## src/rtl/mem_access_unit.sv

```systemverilog
// Data-memory initiator: byte/half/word loads and stores over a word-only memory.
// Define MAU_MISALIGN_TRAP_EN to turn misaligned half/word accesses into error responses.
module mem_access_unit #(
  parameter int ADDR_W = 12
) (
  input  logic              clk,
  input  logic              rst_n,
  input  logic              req_valid,
  output logic              req_ready,
  input  logic              req_we,
  input  logic [1:0]        req_size,
  input  logic              req_signed,
  input  logic [ADDR_W-1:0] req_addr,
  input  logic [31:0]       req_wdata,
  output logic              rsp_valid,
  output logic [31:0]       rsp_rdata,
  output logic              rsp_err,
  output logic [ADDR_W-1:0] mem_addr,
  output logic [31:0]       mem_wdata,
  output logic              mem_we,
  input  logic [31:0]       mem_rdata
);

`ifdef MAU_MISALIGN_TRAP_EN
  localparam bit TRAP = 1'b1;
`else
  localparam bit TRAP = 1'b0;
`endif

  typedef enum logic [1:0] {
    IDLE, RD, WR, RESP
  } state_e;

  state_e            state_q, state_d;
  logic              we_q, we_d;
  logic [1:0]        size_q, size_d;
  logic              sgn_q, sgn_d;
  logic [1:0]        off_q, off_d;
  logic [31:0]       wdata_q, wdata_d;
  logic [ADDR_W-1:0] maddr_q, maddr_d;
  logic [31:0]       mwdata_q, mwdata_d;
  logic [31:0]       rdata_q, rdata_d;
  logic              err_q, err_d;

  logic       mis;
  logic       err_in;
  logic [1:0] off_in;

  function automatic logic [31:0] extract(
    input logic [31:0] w,
    input logic [1:0]  sz,
    input logic [1:0]  off,
    input logic        sg
  );
    logic [31:0] s;
    s = w >> {off, 3'b000};
    unique case (1'b1)
      sz == 2'b00: extract = {{24{sg & s[7]}}, s[7:0]};
      sz == 2'b01: extract = {{16{sg & s[15]}}, s[15:0]};
      default:     extract = w;
    endcase
  endfunction

  function automatic logic [31:0] merge(
    input logic [31:0] w,
    input logic [31:0] d,
    input logic [1:0]  sz,
    input logic [1:0]  off
  );
    logic [31:0] m;
    logic [4:0]  sh;
    m  = (sz == 2'b00) ? 32'h0000_00FF : 32'h0000_FFFF;
    sh = {off, 3'b000};
    merge = (w & ~(m << sh)) | ((d & m) << sh);
  endfunction

  assign mis = (req_size == 2'b01 && req_addr[0]) ||
               (req_size == 2'b10 && req_addr[1:0] != 2'b00);
  assign err_in = (req_size == 2'b11) || (TRAP && mis);

  // Without the trap, low bits are forced to the access's natural alignment.
  always_comb begin
    off_in = req_addr[1:0];
    unique case (1'b1)
      req_size == 2'b01: off_in[0] = 1'b0;
      req_size[1]:       off_in = 2'b00;
      default:           off_in = req_addr[1:0];
    endcase
  end

  always_comb begin
    state_d  = state_q;
    we_d     = we_q;
    size_d   = size_q;
    sgn_d    = sgn_q;
    off_d    = off_q;
    wdata_d  = wdata_q;
    maddr_d  = maddr_q;
    mwdata_d = mwdata_q;
    rdata_d  = rdata_q;
    err_d    = err_q;
    unique case (state_q)
      IDLE: begin
        if (req_valid) begin
          we_d    = req_we;
          size_d  = req_size;
          sgn_d   = req_signed;
          off_d   = off_in;
          wdata_d = req_wdata;
          if (err_in) begin
            state_d = RESP;
            rdata_d = 32'h0;
            err_d   = 1'b1;
          end else begin
            maddr_d = {req_addr[ADDR_W-1:2], 2'b00};
            if (req_we && req_size == 2'b10) begin
              state_d  = WR;
              mwdata_d = req_wdata;
            end else begin
              state_d = RD;
            end
          end
        end
      end
      RD: begin
        if (we_q) begin
          state_d  = WR;
          mwdata_d = merge(mem_rdata, wdata_q, size_q, off_q);
        end else begin
          state_d = RESP;
          rdata_d = extract(mem_rdata, size_q, off_q, sgn_q);
          err_d   = 1'b0;
        end
      end
      WR: begin
        state_d = RESP;
        rdata_d = 32'h0;
        err_d   = 1'b0;
      end
      RESP: state_d = IDLE;
      default: state_d = IDLE;
    endcase
  end

  always_ff @(posedge clk or negedge rst_n) begin
    if (!rst_n) begin
      state_q  <= IDLE;
      we_q     <= 1'b0;
      size_q   <= 2'b00;
      sgn_q    <= 1'b0;
      off_q    <= 2'b00;
      wdata_q  <= 32'h0;
      maddr_q  <= '0;
      mwdata_q <= 32'h0;
      rdata_q  <= 32'h0;
      err_q    <= 1'b0;
    end else begin
      state_q  <= state_d;
      we_q     <= we_d;
      size_q   <= size_d;
      sgn_q    <= sgn_d;
      off_q    <= off_d;
      wdata_q  <= wdata_d;
      maddr_q  <= maddr_d;
      mwdata_q <= mwdata_d;
      rdata_q  <= rdata_d;
      err_q    <= err_d;
    end
  end

  assign req_ready = (state_q == IDLE);
  assign rsp_valid = (state_q == RESP);
  assign mem_we    = (state_q == WR);
  assign mem_addr  = maddr_q;
  assign mem_wdata = mwdata_q;
  assign rsp_rdata = rdata_q;
  assign rsp_err   = err_q;

endmodule
```

## config.mk

```make
export PLATFORM = sky130hd
export DESIGN_NAME = mem_access_unit
export DESIGN_NICKNAME = d
export VERILOG_FILES = /design/src/rtl/mem_access_unit.sv
export SDC_FILE = /design/constraint.sdc
export NUM_CORES = 1
export LEC_CHECK = 0
export CAP_MARGIN = 15
export CORE_MARGIN = 3
export CORE_UTILIZATION = 39
export DETAILED_ROUTE_END_ITERATION = 10
export PLACE_DENSITY = 0.72
export SETUP_SLACK_MARGIN = 0.3
export SLEW_MARGIN = 40
export SYNTH_ARGS = -nofsm -noshare
export SYNTH_HDL_FRONTEND = slang
export SYNTH_SLANG_ARGS = --single-unit
export TNS_END_PERCENT = 30
```

## constraint.sdc

```tcl
create_clock -name clk -period 2.3 [get_ports clk]
set_input_delay 0.46 -clock clk [delete_from_list [all_inputs] [get_ports clk]]
set_output_delay 0.46 -clock clk [all_outputs]
set_load 0.02 [all_outputs]
```

# After elaboration in Yosys (flattened, before gate mapping)
# Index checks and enable logic that the tools add are counted.
# totals
inputBits	83
word_cells	65
register_bits	115
output_inout_bits	80
# op_classes
mux	22
shifts	3
eq_ne	13
n_reduce_logical	10
bitwise	7
# ops
operator	n
2-to-1 mux 32 bit	7
one-hot mux 32 bit (2 select lines)	2
one-hot mux 32 bit (3 select lines)	1
AND 32 x 16 -> 32 bit	1
AND 32 bit	1
inverter 32 bit	1
bitwise OR 32 bit	1
left shift 16 x 5 -> 32 bit	1
left shift 32 x 5 -> 32 bit	1
right shift 32 x 5 -> 16 bit	1
2-to-1 mux 16 bit	1
equality test 2 bit (second input constant)	4
inequality test 2 bit (second input constant)	4
one-hot mux 2 bit (4 select lines)	1
equality test 2 x 1 -> 1 bit (second input constant)	3
2-to-1 mux 1 bit	6
2-to-1 mux 2 bit	3
AND reduction 5 bit	1
zero test 2 bit	2
inequality test 2 x 1 -> 1 bit (second input constant)	2
AND reduction 4 bit	1
one-hot mux 1 bit (3 select lines)	1
AND reduction 3 bit	1
nonzero test 3 bit	1
6 further kinds	7

# Longest topological paths before layout
# Gate-level depths: netlist of the first run.
# logic_depth
depth_word	8
ltp_mapped	8
ltp_nobuf	6

# Worst setup path before layout of the first run
# Ideal clock, no wire load.
# synth_timing
kind	register -> register
from	reg state_q[0]
to	reg mwdata_q[6], in the netlist mem_wdata[6]
setup_ps	118
arrival_ps	1866
slack_ps	316
path_buffers	2
period_less_slack_ps	1984
required_ps	2182
stages_incl_launch_ff	9
path_cell_list	dfrtp_1 inv_1 ha_1 buf_2 and3b_1 a41oi_2 buf_2 a311oi_1 a21o_1
# synth_via
elab_chain_cells	3
word_cells_on_any_way	9
cone_classes	eq/ne (5); mux (1); reduce/logical (3)
# synth_lines
item	line_no	rtl
from (decl)	34	state_e state_q, state_d;
from (signal assigned)	158	state_q <= state_d;
zero test 2 bit *	-	
named net req_ready	9	output logic req_ready,
inequality test 2 x 1 -> 1 bit (no source line), or another cell as far along	-	
AND reduction 5 bit (no source line)	-	
to (signal assigned)	165	mwdata_q <= mwdata_d;
to (decl)	41	logic [31:0] mwdata_q, mwdata_d;
# The timed path passes the listed nets; every way through them passes the cells marked *.
# A chain may end at the register's enable or synchronous reset.

# Worst setup path in the final report of the first run
# layout_timing
from	reg state_q[0]
to	out rsp_valid
# layout_via
elab_chain_cells	1
# layout_lines
item	line_no	rtl
equality test 2 bit	172	assign rsp_valid = (state_q == RESP);
to (decl)	15	output logic rsp_valid,
# Every way passes these cells.

==> results.yml, run 1 <==
power_and_ir_drop:
  power_density_nw_per_um2: 1460
  power_w: 0.0115
  power_leakage_nw: 3.27
  vdd_ir_drop_max_mv: 0.808
floorplan:
  die_area_um2: 15900
  coreArea_um2: 14000
  pin_count: 163
  start_util_pct: 40.3
  fp.dieW_um: 126
  row_count: 43
  die_y_um: 126
yosys:
  synth_largest_type_area_fraction_pct: 43.9
  synthArstFlopShare_pct: 100
  ys_types: 50
  yosys_most_used_dff: "dfrtp_1"
  ys_ff_latch: 99
  syn_inst: 615
  yosys.area.top_type: "dfrtp_1"
  syn_area_um2: 5640
  synth_area_leaders: "dfrtp_1 44%, mux2_2 6.8%, o21ai_0 5.2%"
  yosysWarnings: 0
  ys_seq_area_share_pct: 43.9
  synth-edff-count: 0
  avgSynthCellArea_um2: 9.17
cts:
  clk_latency_ps: 350
  cts_setup_buffers: 0
  h-tree-depth: 3
  numCtsBuffers: 9
  cts.sinks: 99
  path_clk_slew_ps: 70
  cts_max_path_buffers: 2
  cts_tree: "yes"
  clockRootBuffer: "clkbuf_16"
sta:
  setup_viol: 0
  tightest_slew_ps: 583
  slew_viol_final: 0
  rsz0062_at_grt: "true"
  clock_skew_ps: 8.03
  relSlewSlack_pct: 61.2
  setup_tns_ps: 0
  fin_crit_ps: 2050
  holdWs_ps: 479
  fmax_mhz: 487
  hold_viol: 0
  fin_crit_sh_pct: 89.3
worst_setup_path:
  worst-endpoint-required_ps: 1840
  cp_max_fo: 4
  start_kind: "flop"
  end_kind: "output pin"
  path_class: "reg -> out"
  cp_slowest_cell: "clkdlybuf4s50_1"
  r2r.worst_path.cells: 4
  cpPeakStageDelay_ps: 600
  critical_path_arrival_ps: 1590
  reg2reg_to: "mem_wdata[23]$_DFFE_PN0P_"
  worstReg2RegStart: "size_q[0]$_DFFE_PN0P_"
  reg2reg_slack_ps: 310
  path_cells: "ha_1, clkdlybuf4s50_1"
drt:
  drtPass1Iterations: 5
  postRouteAntennaNets: 0
  routed_wl_mm: 18.6
  vias_per_cell: 5.69
  vias: 5408
  drc: 0
  drtIter0Drc: 394
  wl_per_cell_um: 19.6
status:
  status: "finished clean"
hold_path:
  hold_path_depth: 2
  hold_end: "mem_wdata[16]$_DFFE_PN0P_"
  hp-start: "mem_wdata[16]$_DFFE_PN0P_"
  hold_class: "reg -> reg"
global_routing:
  grt_overflow: 0
  antenna_found_initial: 0
  grt_max_degree: 68
  first_global_vias: 5273
  grt_pass1_wl_mm: 28.6
  grt_util_all_layers_pct: 22.7
cells_and_area:
  nFillCells: 1243
  layout.cells.non_filler: 950
  area_growth_pct: 40.4
  multi_input_area_um2: 2900
  seqCellArea_um2: 2480
  drive_gt1_share_pct: 13.2
  final_core_util_pct: 56.6
  diodes: 0
  nNetsFinal: 854
place:
  hpwlAfterDp_mm: 13.7
  place.gp.congestion: 0.898
  place_inst: 931
  io_buffers: 160
flow_run:
  maxCapViolations: 0
[where the power goes]
group | switching (W) | internal, W
Combinational | 0.00364 | 0.00304
Clock | 0.000643 | 0.000872
Sequential | 0.000721 | 0.00261
[cell usage after synthesis, types with 2 or more instances]
cell type	number
a2bb2oi_1	12
a22o_1	16
buf_1	5
a221oi_1	9
o211ai_1	17
inv_1	22
and3b_1	4
ha_1	6
o21ai_0	59
mux2_2	34
nand2_1	75
nand2b_1	38
a21oi_1	17
clkbuf_1	29
o311ai_0	2
nor2b_1	12
dfrtp_1	99
a311oi_1	8
nor2_1	35
nor3_1	16
mux2i_1	7
a31oi_1	27
buf_4	3
o221a_2	6
buf_2	15
a21o_1	10
nand3_1	2
o22ai_1	8
[cells in the final DEF, fill, tap and decap left out, drive strengths merged, types with 2 or more instances in the layout]
cell type / n
a21o: 10
a21oi: 17
a221oi: 9
a22o: 16
a2bb2oi: 12
a311oi: 8
a31oi: 28
and3b: 4
buf: 30
clkbuf: 15
clkdlybuf4s50: 157
clkinvlp: 2
conb: 2
dfrtp: 99
ha: 6
inv: 22
mux2: 34
mux2i: 7
nand2: 75
nand2b: 38
nand3: 2
nor2: 36
nor2b: 12
nor3: 16
o211ai: 17
o21ai: 59
o221a: 6
o22ai: 8
o311ai: 2
or2: 2
[metal layers]
layer | global-route usage [%] | part of all wire, %
met5 | 0 | 0
met1 | 30.6 | 43
met3 | 4.11 | 6.7
met4 | 7.38 | 2.2
met2 | 37.1 | 48
[critical path: cells and delay by family, from the launching register on]
kind | cells | cell delay (ps)
buf+inv | 1 | 600
flops | 1 | 460
fa+ha+maj | 1 | 190
[what timing repair did]
item | 4_1_cts | 5_1_grt
resized for setup | 4 | 12
hold buffers | 1 | 0
hold endpoints to repair | 14 | 0
setup endpoints to repair | 11 | 41
cloned | 0 | 2
pin swaps | 0 | 0
[flip-flops by register name, indices dropped and copies added (netlist names)]
name / count
mem_addr: 10
mem_wdata: 32
off_q: 2
rsp_err: 1
rsp_rdata: 32
sgn_q: 1
size_q: 2
state_q: 2
wdata_q: 16
we_q: 1
[final cells by class]
| type | instances | share of cell area, % |
|---|---|---|
| tap | 180 | 2.84 |
| clock buffer | 12 | 3.11 |
| sequential | 99 | 31.3 |
| inverter | 22 | 1.04 |
| clock inverter | 4 | 0.632 |
| timing repair buffer | 192 | 24.4 |
| multi-input combinational | 441 | 36.6 |
[how the worst max path moves through the flow]
stage | slack (ps) | to | startpoint
after floorplan | 320 | mem_wdata[6]$_DFFE_PN0P_ | state_q[0]$_DFFE_PN0P_
after global placement | 180 | rsp_rdata[20]$_DFFE_PN0P_ | mem_rdata[7]
after detailed placement | 130 | rsp_rdata[20]$_DFFE_PN0P_ | mem_rdata[7]
after CTS | 250 | mem_wdata[23]$_DFFE_PN0P_ | state_q[1]$_DFFE_PN0P_
after global routing | 200 | rsp_valid | state_q[0]$_DFFE_PN0P_
final | 250 | rsp_valid | state_q[0]$_DFFE_PN0P_
[cells by family after synthesis]
family | count (synthesis) | share of synthesized area [%]
fa+ha+maj | 6 | 1.33
mux | 41 | 8.03
compound gates | 201 | 24.7
flops | 99 | 43.9
simple gates | 191 | 16.2
buf+inv | 76 | 5.75
other cells | 1 | 0.0665
[metrics by stage]
step | worst slack, ps | area [um^2]
floorplan | 316 | 5640
finish | 246 | 7920
CTS | 246 | 7820
detailed placement | 132 | 7510
global route | 197 | 7920
global placement | 178 | 7510
Power figures use the tool's default switching activity.
==> run 2: changes to the inputs <==
--- a/config.mk
+++ b/config.mk
@@ -11,7 +11,7 @@
 export DETAILED_ROUTE_END_ITERATION = 10
 export PLACE_DENSITY = 0.72
 export SETUP_SLACK_MARGIN = 0.3
-export SLEW_MARGIN = 40
+export SLEW_MARGIN = 20
 export SYNTH_ARGS = -nofsm -noshare
 export SYNTH_HDL_FRONTEND = slang
 export SYNTH_SLANG_ARGS = --single-unit
==> results of run 2 <==
Same layout as run 1: the final DEF is identical, and so are final timing and power.
==> run 3: changes to the inputs <==
--- a/config.mk
+++ b/config.mk
@@ -11,6 +11,7 @@
 export DETAILED_ROUTE_END_ITERATION = 10
 export PLACE_DENSITY = 0.72
 export SETUP_SLACK_MARGIN = 0.3
+export SKIP_CTS_REPAIR_TIMING = 1
 export SLEW_MARGIN = 20
 export SYNTH_ARGS = -nofsm -noshare
 export SYNTH_HDL_FRONTEND = slang
==> results.yml, run 3 (synthesis gave the netlist of run 1 again) <==
status:
  status: "finished clean"
cts:
  cts_max_path_buffers: 2
  cts.sinks: 99
  h-tree-depth: 3
  cts_tree: "yes"
  path_clk_slew_ps: 70
  numCtsBuffers: 9
  clk_latency_ps: 350
  clockRootBuffer: "clkbuf_16"
floorplan:
  start_util_pct: 40.3
  die_y_um: 126
  pin_count: 163
  fp.dieW_um: 126
  coreArea_um2: 14000
  die_area_um2: 15900
  row_count: 43
sta:
  rsz0062_at_grt: "true"
  hold_viol: 0
  fin_crit_ps: 2040
  fmax_mhz: 490
  tightest_slew_ps: 584
  setup_slack_ps: 259
  fin_crit_sh_pct: 88.8
  relSlewSlack_pct: 61.1
  slew_viol_final: 0
  setup_viol: 0
  clock_skew_ps: 6.31
power_and_ir_drop:
  pwr-share-seq_pct: 28.9
  swShare_pct: 43.4
  clockPowerShare_pct: 13.0
  p_sw_w: 0.00501
  power.internal_w: 0.00654
  power_leakage_nw: 3.30
  power_w: 0.0116
  combinationalPowerShare_pct: 58.1
  vdd_ir_drop_max_mv: 0.831
  power_density_nw_per_um2: 1460
worst_setup_path:
  critical_path_arrival_ps: 1580
  start_kind: "flop"
  path_class: "reg -> out"
  cp_max_fo: 4
  end_kind: "output pin"
  worst-endpoint-required_ps: 1840
cells_and_area:
  area_growth_pct: 40.8
  postLayoutCellArea_um2: 7940
  final_core_util_pct: 56.7
  drive_gt1_share_pct: 13.4
  nNetsFinal: 854
  final_common_cell: "clkdlybuf4s50_1"
  diodes: 0
  final_cell_mix: "157 x clkdlybuf4s50_1, 96 x dfrtp_1, 75 x nand2_1"
flow_run:
  maxCapViolations: 0
global_routing:
  first_global_vias: 5279
  grt_pass1_wl_mm: 28.6
  grt_max_degree: 68
  antenna_found_initial: 0
  grt_overflow: 0
  grt_util_all_layers_pct: 22.7
drt:
  wl_per_cell_um: 19.6
  routed_wl_mm: 18.6
  drc: 0
  drtPass1Iterations: 5
  vias: 5453
  vias_per_cell: 5.74
  drtIter0Drc: 374
  postRouteAntennaNets: 0
place:
  hpwlAfterDp_mm: 13.7
  placed_area_um2: 7510
  place.gp.congestion: 0.898
  io_buffers: 160
  pre_cts_ws_ps: 132
hold_path:
  hold_class: "reg -> reg"
run 3: changes by cell type in the layout (fill, tap and decap cells not counted), sizes merged:
cell and delta:
dlygate4sd2 -1, dlymetal6s2s +2, clkbuf -1
run 3: worst max-delay path: stages (launching register included):
cell	delay, ps
dfrtp_1	450
ha_1	180
clkdlybuf4s50_1	600
run 3: area by class of cell:
cell class                      instances  area, um^2
Inverter                               22        82.6
Tap cell                              180         225
Fill cell                            1241        6050
Clock buffer                           12         246
Multi-Input combinational cell        441        2910
Clock inverter                          4        50.0
Timing Repair Buffer                  192        1940
Sequential cell                        99        2480
run 3: power by group through the flow:
stage               clock network (W)  logic (W)  registers, W
floorplan                           0    0.00322       0.00390
global placement                    0    0.00634       0.00330
detailed placement                  0    0.00647       0.00334
CTS                           0.00155    0.00650       0.00332
global route                  0.00163    0.00723       0.00346
finish                        0.00151    0.00671       0.00334
run 3: layer usage:
metal | routed length [um] | vias to the layer above | GRT usage [%] | share of wire (%)
li1 | - | 2506 | - | -
met1 | 7930 | 2683 | 30.6 | 43
met2 | 9060 | 238 | 37.1 | 49
met3 | 1280 | 26 | 4.16 | 6.9
met4 | 339 | 0 | 7.38 | 1.8
met5 | 0 | - | 0 | 0
run 3: final timing paths:
path                                                start                   endpoint  slack [ps]  depth (start not counted)
worst max-delay path               state_q[0]$_DFFE_PN0P_                  rsp_valid         260                          2
max in group asynchronous                           rst_n  rsp_rdata[25]$_DFFE_PN0P_        1130                          3
worst min-delay path            mem_wdata[16]$_DFFE_PN0P_  mem_wdata[16]$_DFFE_PN0P_         480                          2
worst min register to register  mem_wdata[16]$_DFFE_PN0P_  mem_wdata[16]$_DFFE_PN0P_         480                          2
worst max register to register     state_q[1]$_DFFE_PN0P_   mem_wdata[7]$_DFFE_PN0P_         380                          8
min in group asynchronous                           rst_n    mem_addr[9]$_DFFE_PN0P_         520                          2
run 3: through the flow:
stage | hold WS (ps) | instances | TNS (ps)
3_5_place_dp | 334 | 931 | 0
2_1_floorplan | 164 | 616 | 0
4_1_cts | -44.8 | 947 | -102
5_1_grt | 503 | 950 | 0
3_3_place_gp | 334 | 931 | 0
6_report | 478 | 950 | 0
